**src/rtl/tdc_pkg.sv**
```systemverilog
// Shared TDC result types: field widths and the packed buffer entry.
package tdc_pkg;

   localparam int TDC_DATA_W = 28;
   localparam int TDC_ADDR_W = 4;
   localparam int TDC_SEQ_W  = 8;

   typedef struct packed {
      logic [TDC_SEQ_W-1:0]  seq;
      logic [TDC_ADDR_W-1:0] addr;
      logic [TDC_DATA_W-1:0] data;
   } tdc_entry_t;

   localparam int TDC_ENTRY_W = $bits(tdc_entry_t);

endpackage

```
**src/rtl/tdc_sync_fifo.sv**
```systemverilog
// Show-ahead synchronous FIFO: storage, wrapping pointers and occupancy.
// level_next exposes the post-edge occupancy so callers can register flags without lag.
module tdc_sync_fifo #(
   parameter int WIDTH = 40,
   parameter int DEPTH = 16
) (
   input  logic                       clk,
   input  logic                       reset,
   input  logic                       push,
   input  logic                       pop,
   input  logic                       flush,
   input  logic [WIDTH-1:0]           wdata,
   output logic [WIDTH-1:0]           rdata,
   output logic [$clog2(DEPTH):0]     level,
   output logic [$clog2(DEPTH):0]     level_next,
   output logic                       full,
   output logic                       empty
);

   localparam int PTR_W = $clog2(DEPTH);
   localparam int LVL_W = PTR_W + 1;
   localparam logic [LVL_W-1:0] DEPTH_L = LVL_W'(DEPTH);

   logic [WIDTH-1:0] mem_q [DEPTH];
   logic [PTR_W-1:0] wr_ptr_q, wr_ptr_d;
   logic [PTR_W-1:0] rd_ptr_q, rd_ptr_d;
   logic [LVL_W-1:0] level_q, level_d;

   always_comb begin
      wr_ptr_d = wr_ptr_q;
      rd_ptr_d = rd_ptr_q;
      level_d  = level_q;
      if (flush) begin
         wr_ptr_d = '0;
         rd_ptr_d = '0;
         level_d  = '0;
      end else begin
         // DEPTH is a power of two, so pointer increments wrap naturally
         if (push) wr_ptr_d = wr_ptr_q + 1'b1;
         if (pop)  rd_ptr_d = rd_ptr_q + 1'b1;
         case ({push, pop})
            2'b10:   level_d = level_q + 1'b1;
            2'b01:   level_d = level_q - 1'b1;
            default: level_d = level_q;
         endcase
      end
   end

   always_ff @(posedge clk) begin
      if (reset) begin
         wr_ptr_q <= '0;
         rd_ptr_q <= '0;
         level_q  <= '0;
      end else begin
         wr_ptr_q <= wr_ptr_d;
         rd_ptr_q <= rd_ptr_d;
         level_q  <= level_d;
      end
   end

   always_ff @(posedge clk) begin
      if (push && !flush) mem_q[wr_ptr_q] <= wdata;
   end

   assign rdata      = mem_q[rd_ptr_q];
   assign level      = level_q;
   assign level_next = level_d;
   assign full       = (level_q == DEPTH_L);
   assign empty      = (level_q == '0);

endmodule

```
**src/rtl/tdc_result_buffer.sv**
```systemverilog
// Tags TDC results with a sequence number, buffers them and throttles the sequencer.
// Optional statistics (drop_cnt, max_lvl) are enabled by defining TDC_BUF_STAT_EN.
module tdc_result_buffer
   import tdc_pkg::*;
#(
   parameter int DEPTH     = 16,
   parameter int AFULL_LVL = 12
) (
   input  logic                       clk,
   input  logic                       reset,
   input  logic                       res_valid,
   input  logic [TDC_DATA_W-1:0]      res_data,
   input  logic [TDC_ADDR_W-1:0]      res_addr,
   output logic                       rd_enable,
   output logic                       out_valid,
   input  logic                       out_ready,
   output logic [TDC_DATA_W-1:0]      out_data,
   output logic [TDC_ADDR_W-1:0]      out_addr,
   output logic [TDC_SEQ_W-1:0]       out_seq,
   output logic [$clog2(DEPTH):0]     level,
   output logic                       ovf,
   input  logic                       ovf_clr,
   input  logic                       flush
`ifdef TDC_BUF_STAT_EN
   ,
   output logic [15:0]                drop_cnt,
   output logic [$clog2(DEPTH):0]     max_lvl
`endif
);

   localparam int LVL_W = $clog2(DEPTH) + 1;
   localparam logic [LVL_W-1:0] AFULL_L = LVL_W'(AFULL_LVL);

   tdc_entry_t            wr_entry, head;
   logic [LVL_W-1:0]      level_next;
   logic                  full, empty;
   logic                  push, pop, drop;
   logic [TDC_SEQ_W-1:0]  seq_q, seq_d;
   logic                  ovf_q, ovf_d;
   logic                  rd_enable_q, rd_enable_d;

   tdc_sync_fifo #(
      .WIDTH (TDC_ENTRY_W),
      .DEPTH (DEPTH)
   ) u_fifo (
      .clk        (clk),
      .reset      (reset),
      .push       (push),
      .pop        (pop),
      .flush      (flush),
      .wdata      (wr_entry),
      .rdata      (head),
      .level      (level),
      .level_next (level_next),
      .full       (full),
      .empty      (empty)
   );

   always_comb begin
      // Flush discards both the pop and any push arriving in the same cycle
      pop           = !empty && out_ready && !flush;
      push          = res_valid && (!full || pop) && !flush;
      drop          = res_valid && full && !pop && !flush;
      wr_entry.seq  = seq_q;
      wr_entry.addr = res_addr;
      wr_entry.data = res_data;
      seq_d         = seq_q + TDC_SEQ_W'(push);
      ovf_d         = ovf_q;
      if (ovf_clr) ovf_d = 1'b0;
      if (drop)    ovf_d = 1'b1;
      rd_enable_d   = (level_next < AFULL_L);
   end

   always_ff @(posedge clk) begin
      if (reset) begin
         seq_q       <= '0;
         ovf_q       <= 1'b0;
         rd_enable_q <= 1'b1;
      end else begin
         seq_q       <= seq_d;
         ovf_q       <= ovf_d;
         rd_enable_q <= rd_enable_d;
      end
   end

   // Head fields read as zero while empty so reset leaves clean outputs
   assign out_valid = !empty;
   assign out_data  = empty ? '0 : head.data;
   assign out_addr  = empty ? '0 : head.addr;
   assign out_seq   = empty ? '0 : head.seq;
   assign ovf       = ovf_q;
   assign rd_enable = rd_enable_q;

`ifdef TDC_BUF_STAT_EN
   logic [15:0]      drop_cnt_q, drop_cnt_d;
   logic [LVL_W-1:0] max_lvl_q, max_lvl_d;

   always_comb begin
      drop_cnt_d = drop_cnt_q;
      if (ovf_clr)
         drop_cnt_d = drop ? 16'd1 : 16'd0;
      else if (drop && drop_cnt_q != 16'hFFFF)
         drop_cnt_d = drop_cnt_q + 16'd1;
      max_lvl_d = max_lvl_q;
      if (flush)
         max_lvl_d = '0;
      else if (level_next > max_lvl_q)
         max_lvl_d = level_next;
   end

   always_ff @(posedge clk) begin
      if (reset) begin
         drop_cnt_q <= '0;
         max_lvl_q  <= '0;
      end else begin
         drop_cnt_q <= drop_cnt_d;
         max_lvl_q  <= max_lvl_d;
      end
   end

   assign drop_cnt = drop_cnt_q;
   assign max_lvl  = max_lvl_q;
`endif

endmodule

```
**config.mk**
```make
export PLATFORM = sky130hd
export DESIGN_NAME = tdc_result_buffer
export DESIGN_NICKNAME = d
export VERILOG_FILES = /design/src/rtl/tdc_pkg.sv /design/src/rtl/tdc_sync_fifo.sv /design/src/rtl/tdc_result_buffer.sv
export SDC_FILE = /design/constraint.sdc
export NUM_CORES = 1
export LEC_CHECK = 0
export CORE_MARGIN = 4
export CORE_UTILIZATION = 40
export DETAILED_ROUTE_END_ITERATION = 10
export PLACE_DENSITY_LB_ADDON = 0.25
export SLEW_MARGIN = 40
export SYNTH_ARGS = -nofsm -noshare
export SYNTH_HDL_FRONTEND = slang
export SYNTH_HIERARCHICAL = 1
export SYNTH_SLANG_ARGS = --single-unit
```
**constraint.sdc**
```tcl
create_clock -name clk -period 3.2 [get_ports clk]
set_clock_uncertainty 0.1 [all_clocks]
set_input_delay 0.48 -clock clk [delete_from_list [all_inputs] [get_ports clk]]
set_output_delay 0.48 -clock clk [all_outputs]
set_load 0.01 [all_outputs]
```
Word level (Yosys, flattened, before mapping):

Memory sizes are Yosys's and may differ from the RTL's. A register that Yosys moved wholly into a read port is not among the register bits.
Index checks and enable logic that the tools add are counted.

* input bits: 38
* memories: 1
* output and inout bits: 48
* word-level logic and storage cells: 43
* flip-flop bits (word level): 23
* bits in writable memories: 640

* reductions and logical operators: 16
* add/subtract/negate cells: 5
* order comparisons: 1
* mux-type cells: 11
* equality and inequality tests: 3

Memory list
* u_fifo.mem_q: depth 16, bits a word 40, read ports 1, clocked after Yosys merged registers in 1, wr ports 1, line tdc_sync_fifo.sv:24 `logic [WIDTH-1:0] mem_q [DEPTH];`

Operator list (number)
* $mux W28: 1
* $mux W4: 3
* $pmux W5 S2: 1
* $add A4 B1 Y4 const B: 2
* $add A8 B1 Y8: 1
* $logic_and A1 B1 Y1: 8
* $mux W8: 1
* $add A5 B1 Y5 const B: 1
* $eq A5 B5 Y1 const B: 1
* $logic_not A5 Y1: 1
* $lt A5 B4 Y1 const B: 1
* $mux W5: 1
* $sub A5 B1 Y5 const B: 1
* $logic_not A1 Y1: 4
* $mux W1: 4
* $eq A2 B1 Y1 const B: 1
* $eq A2 B2 Y1 const B: 1
* $reduce_bool A2 Y1: 1
* $reduce_or A2 Y1: 1
* $logic_or A1 B1 Y1: 1

Depth between registers and ports, before layout:

Gate-level depths: netlist of the first run.

* depth after elaboration: 11
* depth in mapped cells: 17
* depth with buffers taken out: 14

Cells and area by module:

The synthesis of the first run kept the hierarchy.

By module, submodules not included
* tdc_sync_fifo: seq. area each 19558.8 µm², cells each 1099, area an instance 24922.7 µm², times used 1
* tdc_result_buffer: seq. area each 200.2 µm², cells each 89, area an instance 678.2 µm², times used 1

Worst setup path after synthesis of the first run:

No wires, ideal clock.

* kind: flip-flop to flip-flop
* start: reg u_fifo.level_q[2] (netlist: u_fifo/level[2])
* end: reg rd_enable_q (netlist: rd_enable)
* setup slack: -0.349 ns
* cell stages (with the launch flop): 17
* setup time: 0.057 ns
* arrival time: 3.392 ns
* required time: 3.043 ns
* buffers on the path: 3
* clock period less this slack: 3.549 ns
* cell sequence: dfxtp_1 -> buf_6 -> or3_1 -> nor3_1 -> nand2b_1 -> a211oi_1 -> clkbuf_1 -> inv_1 -> ha_1 -> clkbuf_1 -> xor2_1 -> ha_1 -> a211oi_1 -> nor4_2 -> mux2_1 -> a21oi_1 -> or2_2

* longest elaborated chain between the ends: 11
* elaborated cells on any way between the ends: 16
* those cells by class: add/sub (2); order compare (1); eq/ne (3); mux (2); reduce/logical (8)

Ends and longest elaborated chain
* start, declared: line tdc_sync_fifo.sv:27 `logic [LVL_W-1:0] level_q, level_d;`
* start signal, assigned: line tdc_sync_fifo.sv:57 `level_q <= level_d;`
* $logic_not A5 Y1 (*): line tdc_sync_fifo.sv:69 `assign empty = (level_q == '0);`
* net empty: line tdc_result_buffer.sv:36 `logic full, empty;`
* $logic_not A1 Y1 (*): line tdc_result_buffer.sv:61 `pop = !empty && out_ready && !flush;`
* $logic_and A1 B1 Y1 (*) (2 in series): line tdc_result_buffer.sv:61
* $logic_or A1 B1 Y1 (*): line tdc_result_buffer.sv:62 `push = res_valid && (!full || pop) && !flush;`
* $logic_and A1 B1 Y1 (*) (2 in series): line tdc_result_buffer.sv:62
* net push: line tdc_result_buffer.sv:37 `logic push, pop, drop;`
* $eq A2 B1 Y1 / $eq A2 B2 Y1 (equally long branches): line tdc_sync_fifo.sv:41 `case ({push, pop})`
* $pmux W5 S2 (*): line tdc_sync_fifo.sv:41
* $mux W5 (*): line tdc_sync_fifo.sv:33 `if (flush) begin`
* net level_next[4]: line tdc_result_buffer.sv:35 `logic [LVL_W-1:0] level_next;`
* $lt A5 B4 Y1 (*): line tdc_result_buffer.sv:71 `rd_enable_d = (level_next < AFULL_L);`
* end signal, assigned: line tdc_result_buffer.sv:82 `rd_enable_q <= rd_enable_d;`
* end, declared: line tdc_result_buffer.sv:40 `logic rd_enable_q, rd_enable_d;`

The timed path passes the listed nets; every way through them passes the cells marked *.
A chain may end at the register's enable or synchronous reset.

==> results.yml, run 1 <==
floorplanning:
  core_area_mm2: 0.0632
  die_x_um: 261
  die-area_mm2: 0.0681
  io_pins: 86
  rows: 92
  fp.dieH_um: 261
  start_util_pct: 40.5
sta:
  relSlewSlack_pct: 53.9
  post-route-period-util_pct: 101
  worst_pin_slew_ns: 0.690
  setup_ws_ns: -0.0366
  rsz0062_at_grt: "true"
  timing.fmax_mhz: 309
  finalHoldViolCount: 0
  setup_viol_count_final: 4
  slew_violations: 0
  period_needed_ns: 3.24
cts:
  cts_tree: "yes"
  hold_buffers: 0
  numCtsBuffers: 70
  clk_path_buf_depth: 3
  clk_latency_ns: 0.60
  clock_sinks: 667
  root_buffer: "clkbuf_16"
  cts_max_level: 3
  clk_pin_slew_ns: 0.06
flow_run:
  cap_viol_max_count: 0
setup_path:
  crit_path_start_kind: "flip-flop"
  crit_required_ns: 2.62
  slowest_delay_ns: 0.50
  crit_fanout: 6
  crit_path_frequent_cell: "buf_12"
  slowest_stage: "mux4_2"
  endpoint_kind: "primary output"
  path_cells: "buf_12, buf_12, buf_8, buf_4, mux4_2, a22oi_2, nand2_2, nor2b_1, buf_2"
  crit_arrival_ns: 2.66
  critPathKind: "flip-flop to primary output"
  r2r_slack_ns: 0.22
  r2r_start: "u_fifo/level[3]"
  r2r_cells: 14
yosys:
  yosysWarnings: 6
  synth.net_count: 1234
  syn_area_mm2: 0.0256
  synthCells: 1186
  syn_area_per_cell_um2: 21.6
worst_hold_path:
  hp-start: "ovf"
  hold_path.class: "flip-flop to flip-flop"
  hold_depth: 2
layout:
  postLayoutCellArea_mm2: 0.0315
  nNetsFinal: 1452
  antennaDiodeCount: 0
  area_growth_pct: 23.2
  drive_gt1_share_pct: 34.9
status:
  status: "finished with violations"
  violations: "setup timing"
power_and_ir_drop:
  p_leak_nw: 9.91
  seq_power_share_pct: 53.1
  p_int_w: 0.0146
  p_clk_share_pct: 45.0
  p_switching_w: 0.00346
  peakVddDrop_mv: 0.353
  p_comb_share_pct: 2.0
  power_density_mw_per_mm2: 572
  swShare_pct: 19.2
drt:
  drtPass1Iterations: 5
  num_vias: 12652
  avgRoutedWirePerCell_um: 26.1
  drc_errors: 0
  ant_nets: 0
  wirelength_mm: 60.1
  viasPerCell: 5.49
  initialDrtViolationCount: 1031
place:
  pre_cts_ws_ns: -0.155
  postPlaceCellArea_mm2: 0.0283
  hpwlAfterDp_mm: 30.3
  gp_congestion: 0.735
  io_buffers: 85
global_route:
  grtUsageTotal_pct: 17.9
  grt_max_degree: 51
  antenna_found_initial: 0
  first_global_vias: 13108
  grt_overflow: 0
  grt_pass1_wl_mm: 88.6
[final timing paths]
check                                  end
worst max-delay path            out_seq[5]
worst min-delay path                   ovf
worst max register to register   rd_enable
worst min register to register         ovf
[placed cells by master (no fill, tap or decap), types with 34 or more instances in the layout]
cell type        instances
a22oi_2                 46
clkdlybuf4s50_1         45
buf_12                  47
edfxtp_1               640
buf_4                   53
nor2b_1                 45
clkbuf_16               76
mux4_2                 160
a22oi_1                 34
nand2_1                 41
[power groups by stage]
stage / sequential (W) / combinational (W) / clock (W)
3_5_place_dp: 0.00976 / 0.000347 / 0
5_1_grt: 0.00957 / 0.000386 / 0.00869
3_3_place_gp: 0.00976 / 0.000338 / 0
4_1_cts: 0.00958 / 0.000356 / 0.00831
6_report: 0.00958 / 0.000353 / 0.00812
2_1_floorplan: 0.00976 / 0.000120 / 0
[layout make-up]
type,count,area [µm²]
sequential,667,19800
inverter,5,18.8
clock inverter,40,412
clock buffer,88,1900
tap,846,1060
fill,5026,31700
timing repair buffer,209,2570
multi-input combinational,451,5810
[per-layer routing]
| metal | track usage (%) | vias up | wire length (µm) |
|---|---|---|---|
| li1 | - | 5384 | - |
| met5 | 0 | - | 0 |
| met2 | 29.2 | 360 | 29900 |
| met3 | 2.97 | 70 | 3330 |
| met4 | 4.31 | 0 | 915 |
| met1 | 25.5 | 6838 | 25900 |
[timing repair]
action	4_1_cts	5_1_grt
setup endpoints to repair	40	40
buffers inserted	24	19
endpoints found under the hold margin	0	0
gates resized for setup	195	37
gates cloned	12	2
pin swaps	31	16
[state kept, by name, indices dropped and copies added, names as in the netlist, named ones only]
register	flops
u_fifo/mem_q	640
u_fifo/wr_ptr_q	4
seq_q	8
u_fifo/rd_ptr_q	4
rd_enable	1
ovf	1
u_fifo/level	5
[critical path, delay by kind of cell, from the launching register on]
kind	cells	cell delay [ns]
simple gates	2	0.25
mux	1	0.50
flops	1	0.38
buf+inv	5	0.72
compound gates	1	0.20
[stage by stage]
stage                     utilization (%)  instances  power, W  hold slack, ns  setup TNS (ns)
final                                49.9       2306    0.0180           0.375         -0.0511
after global routing                 49.9       2306    0.0186           0.413           -1.33
after CTS                            49.6       2288    0.0182           0.380          -0.617
after detailed placement             44.7       2124    0.0101           0.374          -0.155
after global placement               44.7       2124    0.0101           0.357          -0.142
after floorplan                         -       1186   0.00988           0.385         -0.0521
(Power assumes the default switching activity.)
==> inputs of run 2 (changes only) <==
--- a/config.mk
+++ b/config.mk
@@ -12,5 +12,4 @@
 export SLEW_MARGIN = 40
 export SYNTH_ARGS = -nofsm -noshare
 export SYNTH_HDL_FRONTEND = slang
-export SYNTH_HIERARCHICAL = 1
 export SYNTH_SLANG_ARGS = --single-unit
==> run 2 against run 1 <==
Effect of this change:
- the flow still finishes with violations (setup timing)
- final area is 0.50% lower
- synthesized cell count shrank 8.4%
- via count fell by 5.8%
- global-route usage decreased by 0.54 points
- die area rose by 0.22%
- sequential power about the same
- total power down 1.6%
- combinational power is 30% higher
- cell count fell by 4.5%
- largest power group unchanged
- routed wire length down 3.8%
- first-iteration DRC count increased by 3.3%
- register-to-register slack better by 0.14 ns
- critical endpoint is now out_data[20]
==> results.yml, run 2 <==
layout:
  largest-register: "u_fifo.mem_q"
  drive_gt1_share_pct: 37.8
  final_cells: 2202
  fillers: 5062
  largest_reg_flops: 640
  nNetsFinal: 1354
  mostFrequentLayoutCells: "edfxtp_1 (640), mux4_2 (196), clkbuf_16 (73)"
  area_growth_pct: 22.3
  final_common_cell: "edfxtp_1"
power_and_ir_drop:
  p_clk_share_pct: 43.4
  power_density_mw_per_mm2: 566
  swShare_pct: 19.5
  peakVddDrop_mv: 0.316
  p_switching_w: 0.00346
  p_comb_share_pct: 2.6
  p_leak_nw: 9.79
  power_w: 0.0178
  seq_power_share_pct: 54.0
  p_int_w: 0.0143
drt:
  highest_layer: "met5"
  num_vias: 11922
  dr_wl_met2_mm: 28.8
  drc_errors: 0
  ant_nets: 0
  initialDrtViolationCount: 1065
  viasPerCell: 5.41
  met3_length_mm: 2.96
  avgRoutedWirePerCell_um: 26.3
  drtPass1Iterations: 5
  wl_met1_mm: 25.0
  wirelength_mm: 57.8
sta:
  worst_pin_slew_ns: 0.656
  worst_hold_slack_ns: 0.397
  setup_ws_ns: -0.176
  post-route-period-util_pct: 105
  slew_violations: 0
  timing.fmax_mhz: 296
  relSlewSlack_pct: 56.2
  finalHoldViolCount: 0
  period_needed_ns: 3.38
  rsz0062_at_grt: "true"
  setup_viol_count_final: 35
yosys:
  synth_common_cells: "edfxtp_1 (640), mux4_2 (182), and2_1 (40)"
  synth.net_count: 1134
  syn_area_per_cell_um2: 23.6
  syn_area_mm2: 0.0257
  synth-main-ff-cell: "edfxtp_1"
  synth.most_common_cell: "edfxtp_1"
  synthArstFlopShare_pct: 0
  synth-edff-count: 640
  synth_seq_cells: 667
  yosys.area.top_type_share_pct: 74.9
  synth_top_cell_by_area: "edfxtp_1"
  synthCells: 1086
  yosys.cell_types.count: 40
  yosysWarnings: 0
  yosysSeqAreaShare_pct: 77.0
  ys_top_cells_by_area: "edfxtp_1 (75%), mux4_2 (16%), dfxtp_1 (2.1%), mux4_1 (1.8%), and2_1 (0.98%)"
place:
  hpwlAfterDp_mm: 29.8
  gp_congestion: 0.718
  placed_cells: 2036
  io_buffers: 85
floorplanning:
  core_area_mm2: 0.0633
  die_x_um: 261
  die-area_mm2: 0.0682
  start_util_pct: 40.5
  io_pins: 86
  fp.dieH_um: 261
  rows: 92
cts:
  cts_max_level: 3
  clk_latency_ns: 0.60
  hold_buffers: 0
  clk_path_buf_depth: 3
  numCtsBuffers: 71
  root_buffer: "clkbuf_16"
  clock_sinks: 667
  clk_pin_slew_ns: 0.06
  cts_tree: "yes"
flow_run:
  cap_viol_max_count: 0
global_route:
  antenna_found_initial: 3
  grtUsageTotal_pct: 17.3
  first_global_vias: 12710
  grt_max_degree: 46
  grt_pass1_wl_mm: 85.6
  grt_overflow: 0
setup_path:
  path_depth: 9
  critPathKind: "flip-flop to primary output"
  critPathBufInv: 6
  r2r_slack_ns: 0.36
  crit_arrival_ns: 2.80
  critPathTopFamily: "multiplexers"
  crit_fanout: 6
  cp-endpoint: "out_data[20]"
  reg2reg_to: "rd_enable"
  r2r_cells: 11
  slowest_stage: "mux4_2"
  endpoint_kind: "primary output"
  r2r_start: "u_fifo.level[3]"
  crit_path_start_kind: "flip-flop"
  crit_required_ns: 2.62
  slowest_delay_ns: 0.47
  path_cells: "buf_12, buf_16, buf_8, buf_8, buf_6, mux4_2, mux4_2, and2_4, buf_6"
status:
  violations: "setup timing"
  status: "finished with violations"
worst_hold_path:
  hold_path.class: "flip-flop to flip-flop"
run 2: metrics by stage:
stage                     utilization (%)  area (µm²)  worst slack, ns  TNS (ns)
after floorplan                         -       25700           -0.317   -100.48
after global placement               44.8       28400          0.00255         0
after detailed placement             44.8       28400          -0.0334   -0.0334
after CTS                            49.6       31400           -0.281     -5.99
after global routing                 49.6       31400           -0.258     -5.97
final                                49.6       31400           -0.176     -3.20
run 2: tightest hold or removal path, stage by stage, from the launching register on:
cell     delay, ns
dfxtp_1       0.33
nand2_1       0.06
a21oi_1       0.07
run 2: power groups by stage:
stage / registers [W] / clock network [W] / logic, W
floorplan: 0.00977 / 0 / 0.000165
global placement: 0.00977 / 0 / 0.000399
detailed placement: 0.00978 / 0 / 0.000409
CTS: 0.00959 / 0.00793 / 0.000461
global route: 0.00959 / 0.00828 / 0.000495
finish: 0.00959 / 0.00771 / 0.000460
run 2: area by class of cell:
cell class | instances | area, µm² | area share, %
flip-flops and latches | 667 | 19800 | 63.0
multi-input cells | 354 | 5720 | 18.2
repair buffers | 205 | 2630 | 8.39
clock buffers | 90 | 1890 | 6.02
well taps | 846 | 1060 | 3.37
clock inverters | 31 | 275 | 0.877
inverters | 7 | 26.3 | 0.0837
diodes | 2 | 5.00 | 0.0159
run 2: logic make-up after synthesis:
logic type                 count (synthesis)  share of synthesized area (%)
DFF                                      667                           77.0
muxes                                    201                           17.9
and+or+nand+nor                          112                           2.24
buffers and inverters                     65                           1.42
xor gates and xnor gates                  17                          0.580
AOI/OAI and AO/OA                         14                          0.381
adders and majority gates                 10                          0.488
run 2: worst min-delay path by stage:
stage               slack (ns)                from        end  cells past startpoint
detailed placement        0.38  u_fifo.rd_ptr_q[1]  flip-flop                      2
floorplan                 0.37  u_fifo.rd_ptr_q[1]  flip-flop                      2
finish                    0.40  u_fifo.rd_ptr_q[1]  flip-flop                      2
global route              0.44  u_fifo.rd_ptr_q[1]  flip-flop                      2
global placement          0.38  u_fifo.rd_ptr_q[1]  flip-flop                      2
CTS                       0.38             ovf_clr        ovf                      4
run 2: per-layer routing:
layer	vias to the layer above	global-route usage, %
li1	5053	-
met3	81	2.98
met2	303	28.3
met5	-	0
met4	2	4.97
met1	6483	24.3
run 2: repair_timing:
| action | in CTS | in global routing |
|---|---|---|
| buffers inserted | 38 | 7 |
| gates resized for setup | 268 | 52 |
| setup endpoints to repair | 40 | 40 |
| cloned | 12 | 0 |
| pin swaps | 0 | 0 |
